File: src/rtl/minesweeper_pkg.sv
// minesweeper_pkg: tile codes, palette, colour constants and grid geometry
package minesweeper_pkg;
  localparam int TILE = 32;
  localparam int GRID_W = 16;
  localparam int GRID_H = 15;
  typedef enum logic [3:0] {
    T_EMPTY  = 4'd0,
    T_HIDDEN = 4'd9,
    T_FLAG   = 4'd10,
    T_MINE   = 4'd11,
    T_BOOM   = 4'd12
  } tile_t;
  localparam logic [7:0] C_WHITE   = 8'hFF;
  localparam logic [7:0] C_HIDDEN  = 8'hB6;
  localparam logic [7:0] C_RED     = 8'hE0;
  localparam logic [7:0] C_BLACK   = 8'h00;
  localparam logic [7:0] C_ERROR   = 8'hE3;
  localparam logic [7:0] C_EDGE    = 8'h49;
  localparam logic [7:0] C_CURSOR  = 8'hFC;
  localparam logic [7:0] C_OUTSIDE = 8'h02;
  function automatic logic [7:0] palette(input logic [3:0] code);
    case (code)
      4'd1:    return 8'h03;
      4'd2:    return 8'h1C;
      4'd3:    return 8'hE0;
      4'd4:    return 8'h02;
      4'd5:    return 8'h80;
      4'd6:    return 8'h1F;
      4'd7:    return 8'h00;
      4'd8:    return 8'h92;
      default: return C_WHITE;
    endcase
  endfunction
endpackage

File: src/rtl/tile_shader.sv
// tile_shader: colour of one in-grid pixel from tile code, in-tile offset and cursor hit
module tile_shader
  import minesweeper_pkg::*;
(
  input  logic [3:0] code,
  input  logic [4:0] ox,
  input  logic [4:0] oy,
  input  logic       cursor,
  output logic [7:0] rgb
);
  logic inner, edge_px, ring;
  logic [7:0] tile;
  always_comb begin
    inner   = ox >= 5'd8 && ox <= 5'd23 && oy >= 5'd8 && oy <= 5'd23;
    edge_px = ox == 5'd0 || ox == 5'd31 || oy == 5'd0 || oy == 5'd31;
    ring    = ox < 5'd2 || ox > 5'd29 || oy < 5'd2 || oy > 5'd29;
    tile    = code == T_EMPTY  ? C_WHITE :
              code <= 4'd8     ? (inner ? palette(code) : C_WHITE) :
              code == T_HIDDEN ? C_HIDDEN :
              code == T_FLAG   ? (inner ? C_RED : C_HIDDEN) :
              code == T_MINE   ? (inner ? C_BLACK : C_WHITE) :
              code == T_BOOM   ? (inner ? C_BLACK : C_RED) : C_ERROR;
    rgb     = cursor && ring ? C_CURSOR : edge_px ? C_EDGE : tile;
  end
endmodule

File: src/rtl/pixel_renderer.sv
// pixel_renderer: two-stage pixel pipeline mapping raster position to board tile colour
module pixel_renderer
  import minesweeper_pkg::*;
#(
  parameter int H_ORIGIN = 208,
  parameter int V_ORIGIN = 35
) (
  input  logic       clk,
  input  logic       rst,
  input  logic       pix_en,
  input  logic [9:0] hCount,
  input  logic [9:0] vCount,
  input  logic       bright,
  input  logic       hSync,
  input  logic       vSync,
  input  logic [3:0] cur_x,
  input  logic [3:0] cur_y,
  output logic [7:0] board_addr,
  input  logic [3:0] board_data,
  output logic [7:0] rgb,
  output logic       hSync_out,
  output logic       vSync_out
);
  logic [8:0] hd, vd, hrel, vrel;
  logic [3:0] cx1, cy1;
  logic       in_grid, in_grid1, bright1, hs1, vs1, cursor;
  logic [7:0] shade, rgb_n;
  // bit 9 of the relative position never selects a tile, so only 9 bits are kept
  always_comb begin
    hd      = hCount[8:0] - 9'(H_ORIGIN);
    vd      = vCount[8:0] - 9'(V_ORIGIN);
    in_grid = int'(hCount) >= H_ORIGIN && int'(hCount) < H_ORIGIN + GRID_W * TILE &&
              int'(vCount) >= V_ORIGIN && int'(vCount) < V_ORIGIN + GRID_H * TILE;
    cursor  = hrel[8:5] == cx1 && vrel[8:5] == cy1;
    rgb_n   = !bright1 ? C_BLACK : !in_grid1 ? C_OUTSIDE : shade;
  end
  tile_shader u_shader (
    .code  (board_data),
    .ox    (hrel[4:0]),
    .oy    (vrel[4:0]),
    .cursor(cursor),
    .rgb   (shade)
  );
  always_ff @(posedge clk or posedge rst)
    if (rst) begin
      hrel       <= '0;
      vrel       <= '0;
      cx1        <= '0;
      cy1        <= '0;
      in_grid1   <= 1'b0;
      bright1    <= 1'b0;
      hs1        <= 1'b1;
      vs1        <= 1'b1;
      board_addr <= '0;
      rgb        <= '0;
      hSync_out  <= 1'b1;
      vSync_out  <= 1'b1;
    end else if (pix_en) begin
      hrel       <= hd;
      vrel       <= vd;
      cx1        <= cur_x;
      cy1        <= cur_y;
      in_grid1   <= in_grid;
      bright1    <= bright;
      hs1        <= hSync;
      vs1        <= vSync;
      board_addr <= {vd[8:5], hd[8:5]};
      rgb        <= rgb_n;
      hSync_out  <= hs1;
      vSync_out  <= vs1;
    end
endmodule

File: config.mk
export PLATFORM = sky130hd
export DESIGN_NAME = pixel_renderer
export DESIGN_NICKNAME = d
export VERILOG_FILES = /design/src/rtl/minesweeper_pkg.sv /design/src/rtl/tile_shader.sv /design/src/rtl/pixel_renderer.sv
export SDC_FILE = /design/constraint.sdc
export NUM_CORES = 1
export LEC_CHECK = 0
export ABC_AREA = 1
export CAP_MARGIN = 10
export CORE_MARGIN = 8
export CORE_UTILIZATION = 50
export DETAILED_ROUTE_END_ITERATION = 16
export HOLD_SLACK_MARGIN = 0.15
export PLACE_DENSITY_LB_ADDON = 0.05
export SYNTH_ARGS = -nofsm -noshare
export SYNTH_HDL_FRONTEND = slang
export SYNTH_SLANG_ARGS = --single-unit
File: constraint.sdc
create_clock -name clk -period 1.8 [get_ports clk]
set_input_delay 0.18 -clock clk [delete_from_list [all_inputs] [get_ports clk]]
set_output_delay 0.18 -clock clk [all_outputs]
set_load 0.005 [all_outputs]
* After elaboration in Yosys (flattened, before gate mapping)
Memories as Yosys holds them, arrays and structs flattened.
Index checks and enable logic that the tools add are counted.
W data, S select, Z words.
** Cells by class
- Equal/unequal tests :: 8
- Reduce and logical (&&, ||, !) cells :: 17
- $lt $le $gt $ge :: 13
- Multiplexer cells :: 14
- Add/subtract/negate cells :: 2
** Operator list (number)
- $mux W8 :: 13
- $lt A10 B10 Y1 const B :: 2
- $eq A4 B4 Y1 const B :: 4
- $eq A5 B5 Y1 const B :: 2
- $ge A10 B6 Y1 const B :: 1
- $ge A10 B8 Y1 const B :: 1
- $ge A5 B4 Y1 const B :: 2
- $gt A5 B5 Y1 const B :: 2
- $le A5 B5 Y1 const B :: 2
- $logic_not A5 Y1 :: 2
- $lt A5 B2 Y1 const B :: 2
- $sub A9 B6 Y9 const B :: 1
- $sub A9 B8 Y9 const B :: 1
- $eq A4 B4 Y1 :: 2
- $logic_and A1 B1 Y1 :: 8
- $mux W7 :: 1
- $logic_or A1 B1 Y1 :: 6
- $le A4 B4 Y1 const B :: 1
- $logic_not A4 Y1 :: 1
** Word-level totals
- Input port bits :: 38
- Flip-flop bits (word level) :: 48
- Memories :: 1
- Output and inout bits :: 18
- Memory bits (read-only) :: 128
- Logic and storage cells :: 67
** Memory list
- (no name shown) :: words 16, bits a word 8, rd ports 1, clocked after memory_dff 0, write ports 0, RTL line minesweeper_pkg.sv:22 : case (code)

* Logic depth before layout (Yosys ltp)
Gate-level depths: netlist of the first run.
- Depth after elaboration :: 15
- Mapped depth :: 13
- Depth with buffers taken out :: 13

* Modules after synthesis
A second synthesis of the first run with hierarchy kept.
** Second synthesis, totals
- Cells, all modules :: 354
- Area, all modules :: 2544.9 µm²
** Modules (own cells, without submodules)
- pixel_renderer :: sequential area each 1006.0 µm², instances 1, area an instance 1999.4 µm², cells each 249
- tile_shader :: sequential area each 0.0 µm², instances 1, area an instance 545.5 µm², cells each 105

* Worst setup path before layout of the first run
No wires, ideal clock.
- Path kind :: flip-flop to flip-flop
- Start point :: reg board_addr[6] (netlist name)
- End point :: reg rgb[1]
- Library setup time :: 116 ps
- Stages on the path, launching flop included :: 11
- Data arrival time :: 1162 ps
- Setup slack :: 522 ps
- Path buffers :: 0
- Cells stage by stage :: dfrtp_1 xnor2_1 nand2_1 nor2_1 nand3_4 nand2_1 inv_1 nand2_1 nand2_1 nand2_1 nand2_1
** RTL lines
- end signal: assignment :: RTL line pixel_renderer.sv:68 : rgb <= rgb_n;
- end: declaration :: RTL line pixel_renderer.sv:20 : output logic [7:0] rgb,

* Worst setup path after layout of the first run
- Start point :: in board_data[0]
- End point :: reg rgb[1]
** Between the ends
- Longest elaborated chain between the ends :: 11
- Elaborated cells on any way between the ends :: 18
** Ends and longest elaborated chain
- start: declaration :: RTL line pixel_renderer.sv:19 : input logic [3:0] board_data,
- $eq A4 B4 Y1 :: RTL line tile_shader.sv:22 : code == T_BOOM ? (inner ? C_BLACK : C_RED) : C_ERROR;
- $mux W8 :: RTL line tile_shader.sv:22
- $mux W8 :: RTL line tile_shader.sv:21 : code == T_MINE ? (inner ? C_BLACK : C_WHITE) :
- $mux W8 :: RTL line tile_shader.sv:20 : code == T_FLAG ? (inner ? C_RED : C_HIDDEN) :
- $mux W8 :: RTL line tile_shader.sv:19 : code == T_HIDDEN ? C_HIDDEN :
- $mux W8 :: RTL line tile_shader.sv:18 : code <= 4'd8 ? (inner ? palette(code) : C_WHITE) :
- $mux W8 (*) :: RTL line tile_shader.sv:17 : tile = code == T_EMPTY ? C_WHITE :
- $mux W8 (*) (2 in a row) :: RTL line tile_shader.sv:23 : rgb = cursor && ring ? C_CURSOR : edge_px ? C_EDGE : tile;
- $mux W8 (*) (2 in a row) :: RTL line pixel_renderer.sv:35 : rgb_n = !bright1 ? C_BLACK : !in_grid1 ? C_OUTSIDE : shade;
Every way passes the cells marked *; elsewhere a longest branch is shown, timed or not.
A chain may end at the register's enable or synchronous reset.

==> results of run 1 <==
cell usage after synthesis, drive strengths merged:
master | number | share of area
a21oi | 8 | 0.016
a31oi | 2 | 0.0051
and2 | 1 | 0.0036
and3 | 1 | 0.0026
buf | 5 | 0.017
clkbuf | 7 | 0.011
dfrtp | 36 | 0.37
dfstp | 4 | 0.043
ha | 7 | 0.036
inv | 40 | 0.062
mux2i | 1 | 0.0041
nand2 | 153 | 0.25
nand3 | 16 | 0.040
nand4 | 2 | 0.0051
nor2 | 23 | 0.038
nor3 | 2 | 0.0041
nor3b | 1 | 0.0031
o21a | 1 | 0.0031
o21ai | 23 | 0.047
o21bai | 1 | 0.0031
o22ai | 1 | 0.0026
o31ai | 1 | 0.0031
or2 | 2 | 0.0051
xnor2 | 5 | 0.018
xor2 | 3 | 0.011
cells by family (layout without fill, tap and decap cells):
group / Yosys count / count (layout) / synth area share
AOI/OAI and AO/OA: 37 / 37 / 0.08048
xor gates and xnor gates: 8 / 8 / 0.02870
adders and majority gates: 7 / 7 / 0.03588
buffers and inverters: 52 / 110 / 0.08919
DFF: 40 / 40 / 0.4121
muxes: 1 / 1 / 0.004101
and+or+nand+nor: 201 / 201 / 0.3496
worst max-delay path, delay by kind of cell:
kind | cells | cell delay, ns
buffers and inverters | 3 | 0.60
and+or+nand+nor | 8 | 0.55
adders and majority gates | 1 | 0.24
AOI/OAI and AO/OA | 1 | 0.15
cell type report:
class	instances	area, sq um
clock inverter	2	12.51
fill	433	1565
sequential	40	1006
timing repair buffer	62	615.6
tap	67	83.83
multi-input combinational	254	1217
inverter	40	150.1
clock buffer	6	72.57
metrics by stage:
stage	instance area [sq um]	setup slack [ns]	setup TNS, ns
2_1_floorplan	2441	0.5218	0
3_3_place_gp	3073	-0.009038	-0.009038
3_5_place_dp	3073	-0.02553	-0.04479
4_1_cts	3158	0.2767	0
5_1_grt	3158	0.1665	0
6_report	3158	0.2620	0
worst paths after layout:
| kind | start | to | slack [ns] | cells after the start |
|---|---|---|---|---|
| max | board_data[0] | rgb[1]$_DFFE_PP0P_ | 0.26 | 13 |
| max reg2reg | board_addr[4]$_DFFE_PP0P_ | rgb[1]$_DFFE_PP0P_ | 0.33 | 10 |
| min reg2reg | hSync_out$_DFFE_PP1P_ | hSync_out$_DFFE_PP1P_ | 0.46 | 2 |
| min | rst | board_addr[1]$_DFFE_PP0P_ | 0.24 | 3 |
| max in group asynchronous | rst | vSync_out$_DFFE_PP1P_ | 1.29 | 3 |
| min in group clk | hSync | hs1$_DFFE_PP1P_ | 0.40 | 3 |
registers in the layout, indices dropped and copies added (netlist names):
name / flops
rgb: 8
hSync_out: 1
cx1: 4
vSync_out: 1
board_addr: 8
cy1: 4
vrel: 5
hs1: 1
vs1: 1
bright1: 1
in_grid1: 1
hrel: 5
metal layers:
metal,up-vias,part of all wire,global-route usage
li1,1177,-,-
met1,1013,0.47,0.1935
met2,59,0.47,0.2666
met3,6,0.048,0.03247
met4,0,0.010,0.05096
met5,-,0,0
cell usage in the layout, fill, tap and decap left out, types with 2 or more instances in the layout:
cell             instances
nor2_1                  20
nor2_2                   3
inv_2                    4
dfrtp_1                 36
inv_1                   36
a31oi_1                  2
clkdlybuf4s50_1         55
nand2_2                  6
xnor2_1                  5
ha_1                     7
o21ai_0                 17
nand4_1                  2
nand2_1                145
nand3_1                 14
xor2_1                   3
or2_2                    2
a21oi_1                  8
clkbuf_8                 5
nand2_4                  2
dfstp_2                  4
nor3_1                   2
o21ai_1                  6
buf_4                    6
power groups by stage:
stage | clock (uW) | combinational [uW] | sequential [uW]
final | 579 | 566 | 1050
after CTS | 598 | 575 | 1050
after floorplan | 0 | 335 | 1060
after detailed placement | 0 | 572 | 1070
after global placement | 0 | 563 | 1070
after global routing | 629 | 644 | 1060
==> flow_summary.ini, run 1 <==
[outcome]
outcome = complete, no violations

[job]
maxCapViolCount = 0

[power_and_ir_drop]
pwr-share-seq = 0.479
comb_power_share = 0.258
internal-power_uw = 1542
power_density_nw_per_um2 = 695.2
max-vdd-ir-drop_v = 0.0004359
finalPower_uw = 2195
sw_frac_of_total = 0.2976
p_leak_uw = 0.001661
netSwitchingPower_uw = 653.4
clockPowerShare = 0.264

[place]
post-place-cells = 463
hpwl_um = 4341
io_buffers = 55
globalplace.congestion = 0.9377

[route]
drc = 0
wl_um = 5434
postRouteAntennaNets = 0
vias = 2255
drt_iter0_drc = 87
wl_per_cell_um = 11.54
drtPass1Iterations = 4
vias_per_cell = 4.788

[finish]
post-route-util = 0.6686
final_nets = 448
antenna_cells = 0
final_layout_size_suffix_gt1_frac = 0.09406
stdcell_count = 471
syn2layout_area_growth_pct = 29.37

[clocking]
post-cts-setup-buffer-count = 0
tritoncts = built
hold_buffers = 0
clk_pin_slew_ns = 0.08
clk-insertion-delay-late_ns = 0.29
clockRootBuffer = clkbuf_8
htree_levels = 2
cts_buffers = 5
cts_sinks = 40
ctsResizeCount = 0
clockBufferDepth = 2

[yosys]
avgSynthCellArea_sq_um = 7.055
synth_area_sq_um = 2441
synth_nets = 391
netlist_instances = 346
synth-seq-cells = 40
synth_warnings = 0
synth_cell_type_count = 33
synth_seq_area_share = 0.4121

[global_route]
grt_usage = 0.1575
grt_max_degree = 41
antenna_found_initial = 0
grt-ovfl-total = 0
grt_pass1_vias = 2261
grt_pass1_wl_um = 9584

[timing]
layout_min_cycle_time_ns = 1.538
finalSetupViolCount = 0
slew_viol_final = 0
worstMarginPinSlew_ns = 0.3618
hold_viol_final = 0
worst_hold_slack_ns = 0.2441
post-route-period-util = 0.8544
max_freq_mhz = 650.2
rsz0062_at_grt = no
skew_ns = 0.01147
slew_headroom = 0.7581

[die]
row_count = 25
die_width_um = 85.87
fp.dieArea_sq_um = 7374
ios = 56
initial_core_util = 0.5168
die_h_um = 85.87
coreArea_sq_um = 4723

[setup_path]
critPathArrivalTime_ns = 1.72
worst_ep_required_time_ns = 1.99
startpoint_type = input pin
endpoint_kind = register
cpPeakStageDelay_ns = 0.48
crit_type = input pin to register
slowest_stage = clkdlybuf4s50_1
cp_max_fo = 3
crit_top_cell = nand2_1
crit_chain = clkdlybuf4s50_1 -> inv_1 -> ha_1 -> nand2_4 -> inv_2 -> a21oi_1 -> nand2_1 -> nor2_1 -> nand2_1 -> nand2_1 -> nand2_1 -> nand2_1 -> nand2_1

[min_path]
hp-class = input pin to async pin
(Power assumes the default switching activity.)
==> inputs of run 2 (changes only) <==
CORE_MARGIN = unset   (was 8)
==> run 2 against run 1 <==
Compared with the run above:
- first-iteration DRC count rose by 37%
- critical path type unchanged
- largest cell class unchanged
- worst hold slack got worse by 0.010 ns
- clock-buffer cell count did not move
- non-clock buffer count rose by 3
- sequential share of layout area fell by 0.23 points
- clock skew fell by 0.0029 ns
- global-route usage rose by 6.8 points
- register-to-register slack got worse by 0.03 ns
- sequential power barely moved
- cell count rose by 0.64%
- worst setup slack improved by 0.018 ns
==> flow_summary.ini, run 2 (synthesis gave the netlist of run 1 again) <==
[outcome]
outcome = complete, no violations

[timing]
fin_tns_setup_ns = 0
hold_viol_final = 0
layout_min_cycle_time_ns = 1.520
slew_headroom = 0.7676
worstMarginPinSlew_ns = 0.3475
slew_viol_final = 0
worst_hold_slack_ns = 0.2340
max_freq_mhz = 657.8
rsz0062_at_grt = no
finalSetupViolCount = 0
post-route-period-util = 0.8446
skew_ns = 0.008603

[power_and_ir_drop]
sw_frac_of_total = 0.3003
netSwitchingPower_uw = 663.5
internal-power_uw = 1546
power_density_nw_per_um2 = 694.8
clockPowerShare = 0.267
pwr-share-seq = 0.475
max-vdd-ir-drop_v = 0.0004452
p_leak_uw = 0.001675
comb_power_share = 0.257

[finish]
final_layout_size_suffix_gt1_frac = 0.1007
seqCellArea_sq_um = 1006
post-route-util = 0.6734
final_nets = 451
antenna_cells = 0
layout_common_cells = 145 x nand2_1, 55 x clkdlybuf4s50_1, 36 x inv_1, 36 x dfrtp_1, 20 x nor2_1
reg_top3 = board_addr (8), rgb (8)
syn2layout_area_growth_pct = 30.29
multi_input_area_sq_um = 1217
stdcell_count = 474
final_area_sq_um = 3181
fillers = 420
final_common_cell = nand2_1

[clocking]
clockBufferDepth = 2
cts_sinks = 40
post-cts-setup-buffer-count = 0
ctsResizeCount = 0
clk-insertion-delay-late_ns = 0.30
clockRootBuffer = clkbuf_8
cts_buffers = 5
tritoncts = built
clk_pin_slew_ns = 0.08
hold_buffers = 0
htree_levels = 2

[global_route]
grt-ovfl-total = 0
grt_pass1_vias = 2186
grt_pass1_wl_um = 8997
antenna_found_initial = 0
grt_usage = 0.2250
grt_max_degree = 41

[die]
initial_core_util = 0.5168
ios = 56
die_width_um = 71.87
die_h_um = 71.87
coreArea_sq_um = 4723
fp.dieArea_sq_um = 5165
row_count = 25

[setup_path]
endpoint_kind = register
rrSetupSlack_ns = 0.30
crit_type = input pin to register
endpoint = rgb[4]$_DFFE_PP0P_
timing.rr.end = rgb[1]$_DFFE_PP0P_
critPathArrivalTime_ns = 1.76
worstReg2RegStart = board_addr[0]$_DFFE_PP0P_
startpoint_type = input pin
cp_max_fo = 4
startpoint = board_data[1]
reg2reg_depth = 10
worst_ep_required_time_ns = 2.04

[place]
post-place-cells = 466
io_buffers = 55
postPlaceCellArea_sq_um = 3095
hpwl_um = 4000
globalplace.congestion = 0.8960

[route]
drc = 0
postRouteAntennaNets = 0
drt_iter0_drc = 119
wl_um = 5135
drtPass1Iterations = 4
vias = 2278
vias_per_cell = 4.806
wl_per_cell_um = 10.83

[min_path]
hp-class = input pin to async pin

[job]
maxCapViolCount = 0
-- run 2: cell types whose count changed in the layout (fill, tap and decap cells not counted), sizes merged --
cell  delta
buf      +3
-- run 2: per-layer routing --
metal | GRT usage | wire length [um]
met5 | 0 | 0
met2 | 0.3983 | 2488
met4 | 0.09368 | 92
met1 | 0.2713 | 2359
met3 | 0.03657 | 194
-- run 2: power by group through the flow --
stage,clock network [uW],logic (uW),registers [uW]
after floorplan,0,335,1060
after global placement,0,564,1060
after detailed placement,0,572,1070
after CTS,602,575,1050
after global routing,635,652,1060
final,590,569,1050
-- run 2: cell type report --
cell class	instances	share of cell area
Clock inverter	2	0.003934
Timing Repair Buffer	65	0.2006
Tap cell	67	0.02636
Inverter	40	0.04721
Clock buffer	6	0.02282
Multi-Input combinational cell	254	0.3828
Sequential cell	40	0.3163
-- run 2: metrics by stage --
step                total power (uW)  setup slack, ns
floorplan                       1393           0.5218
finish                          2210           0.2798
detailed placement              1640         -0.04103
CTS                             2228           0.2754
global route                    2348          0.06237
global placement                1629         0.009516
-- run 2: worst min-delay path by stage --
stage,to,cells past startpoint,from
2_1_floorplan,hs1$_DFFE_PP1P_,2,hSync
3_3_place_gp,vSync_out$_DFFE_PP1P_,2,vSync_out$_DFFE_PP1P_
3_5_place_dp,vSync_out$_DFFE_PP1P_,2,vs1$_DFFE_PP1P_
4_1_cts,cx1[1]$_DFFE_PP0P_,3,rst
5_1_grt,board_addr[0]$_DFFE_PP0P_,3,rst
6_report,cx1[2]$_DFFE_PP0P_,3,rst
-- run 2: critical path, stage by stage --
cell             delay (ns)
clkdlybuf4s50_1        0.48
buf_4                  0.12
ha_1                   0.24
nand3_2                0.13
inv_2                  0.10
nand2_2                0.06
nand3_1                0.10
nand2_2                0.07
nand2_1                0.06
nand2_1                0.04
nand2_1                0.06
nand2_1                0.05
nand2_1                0.06
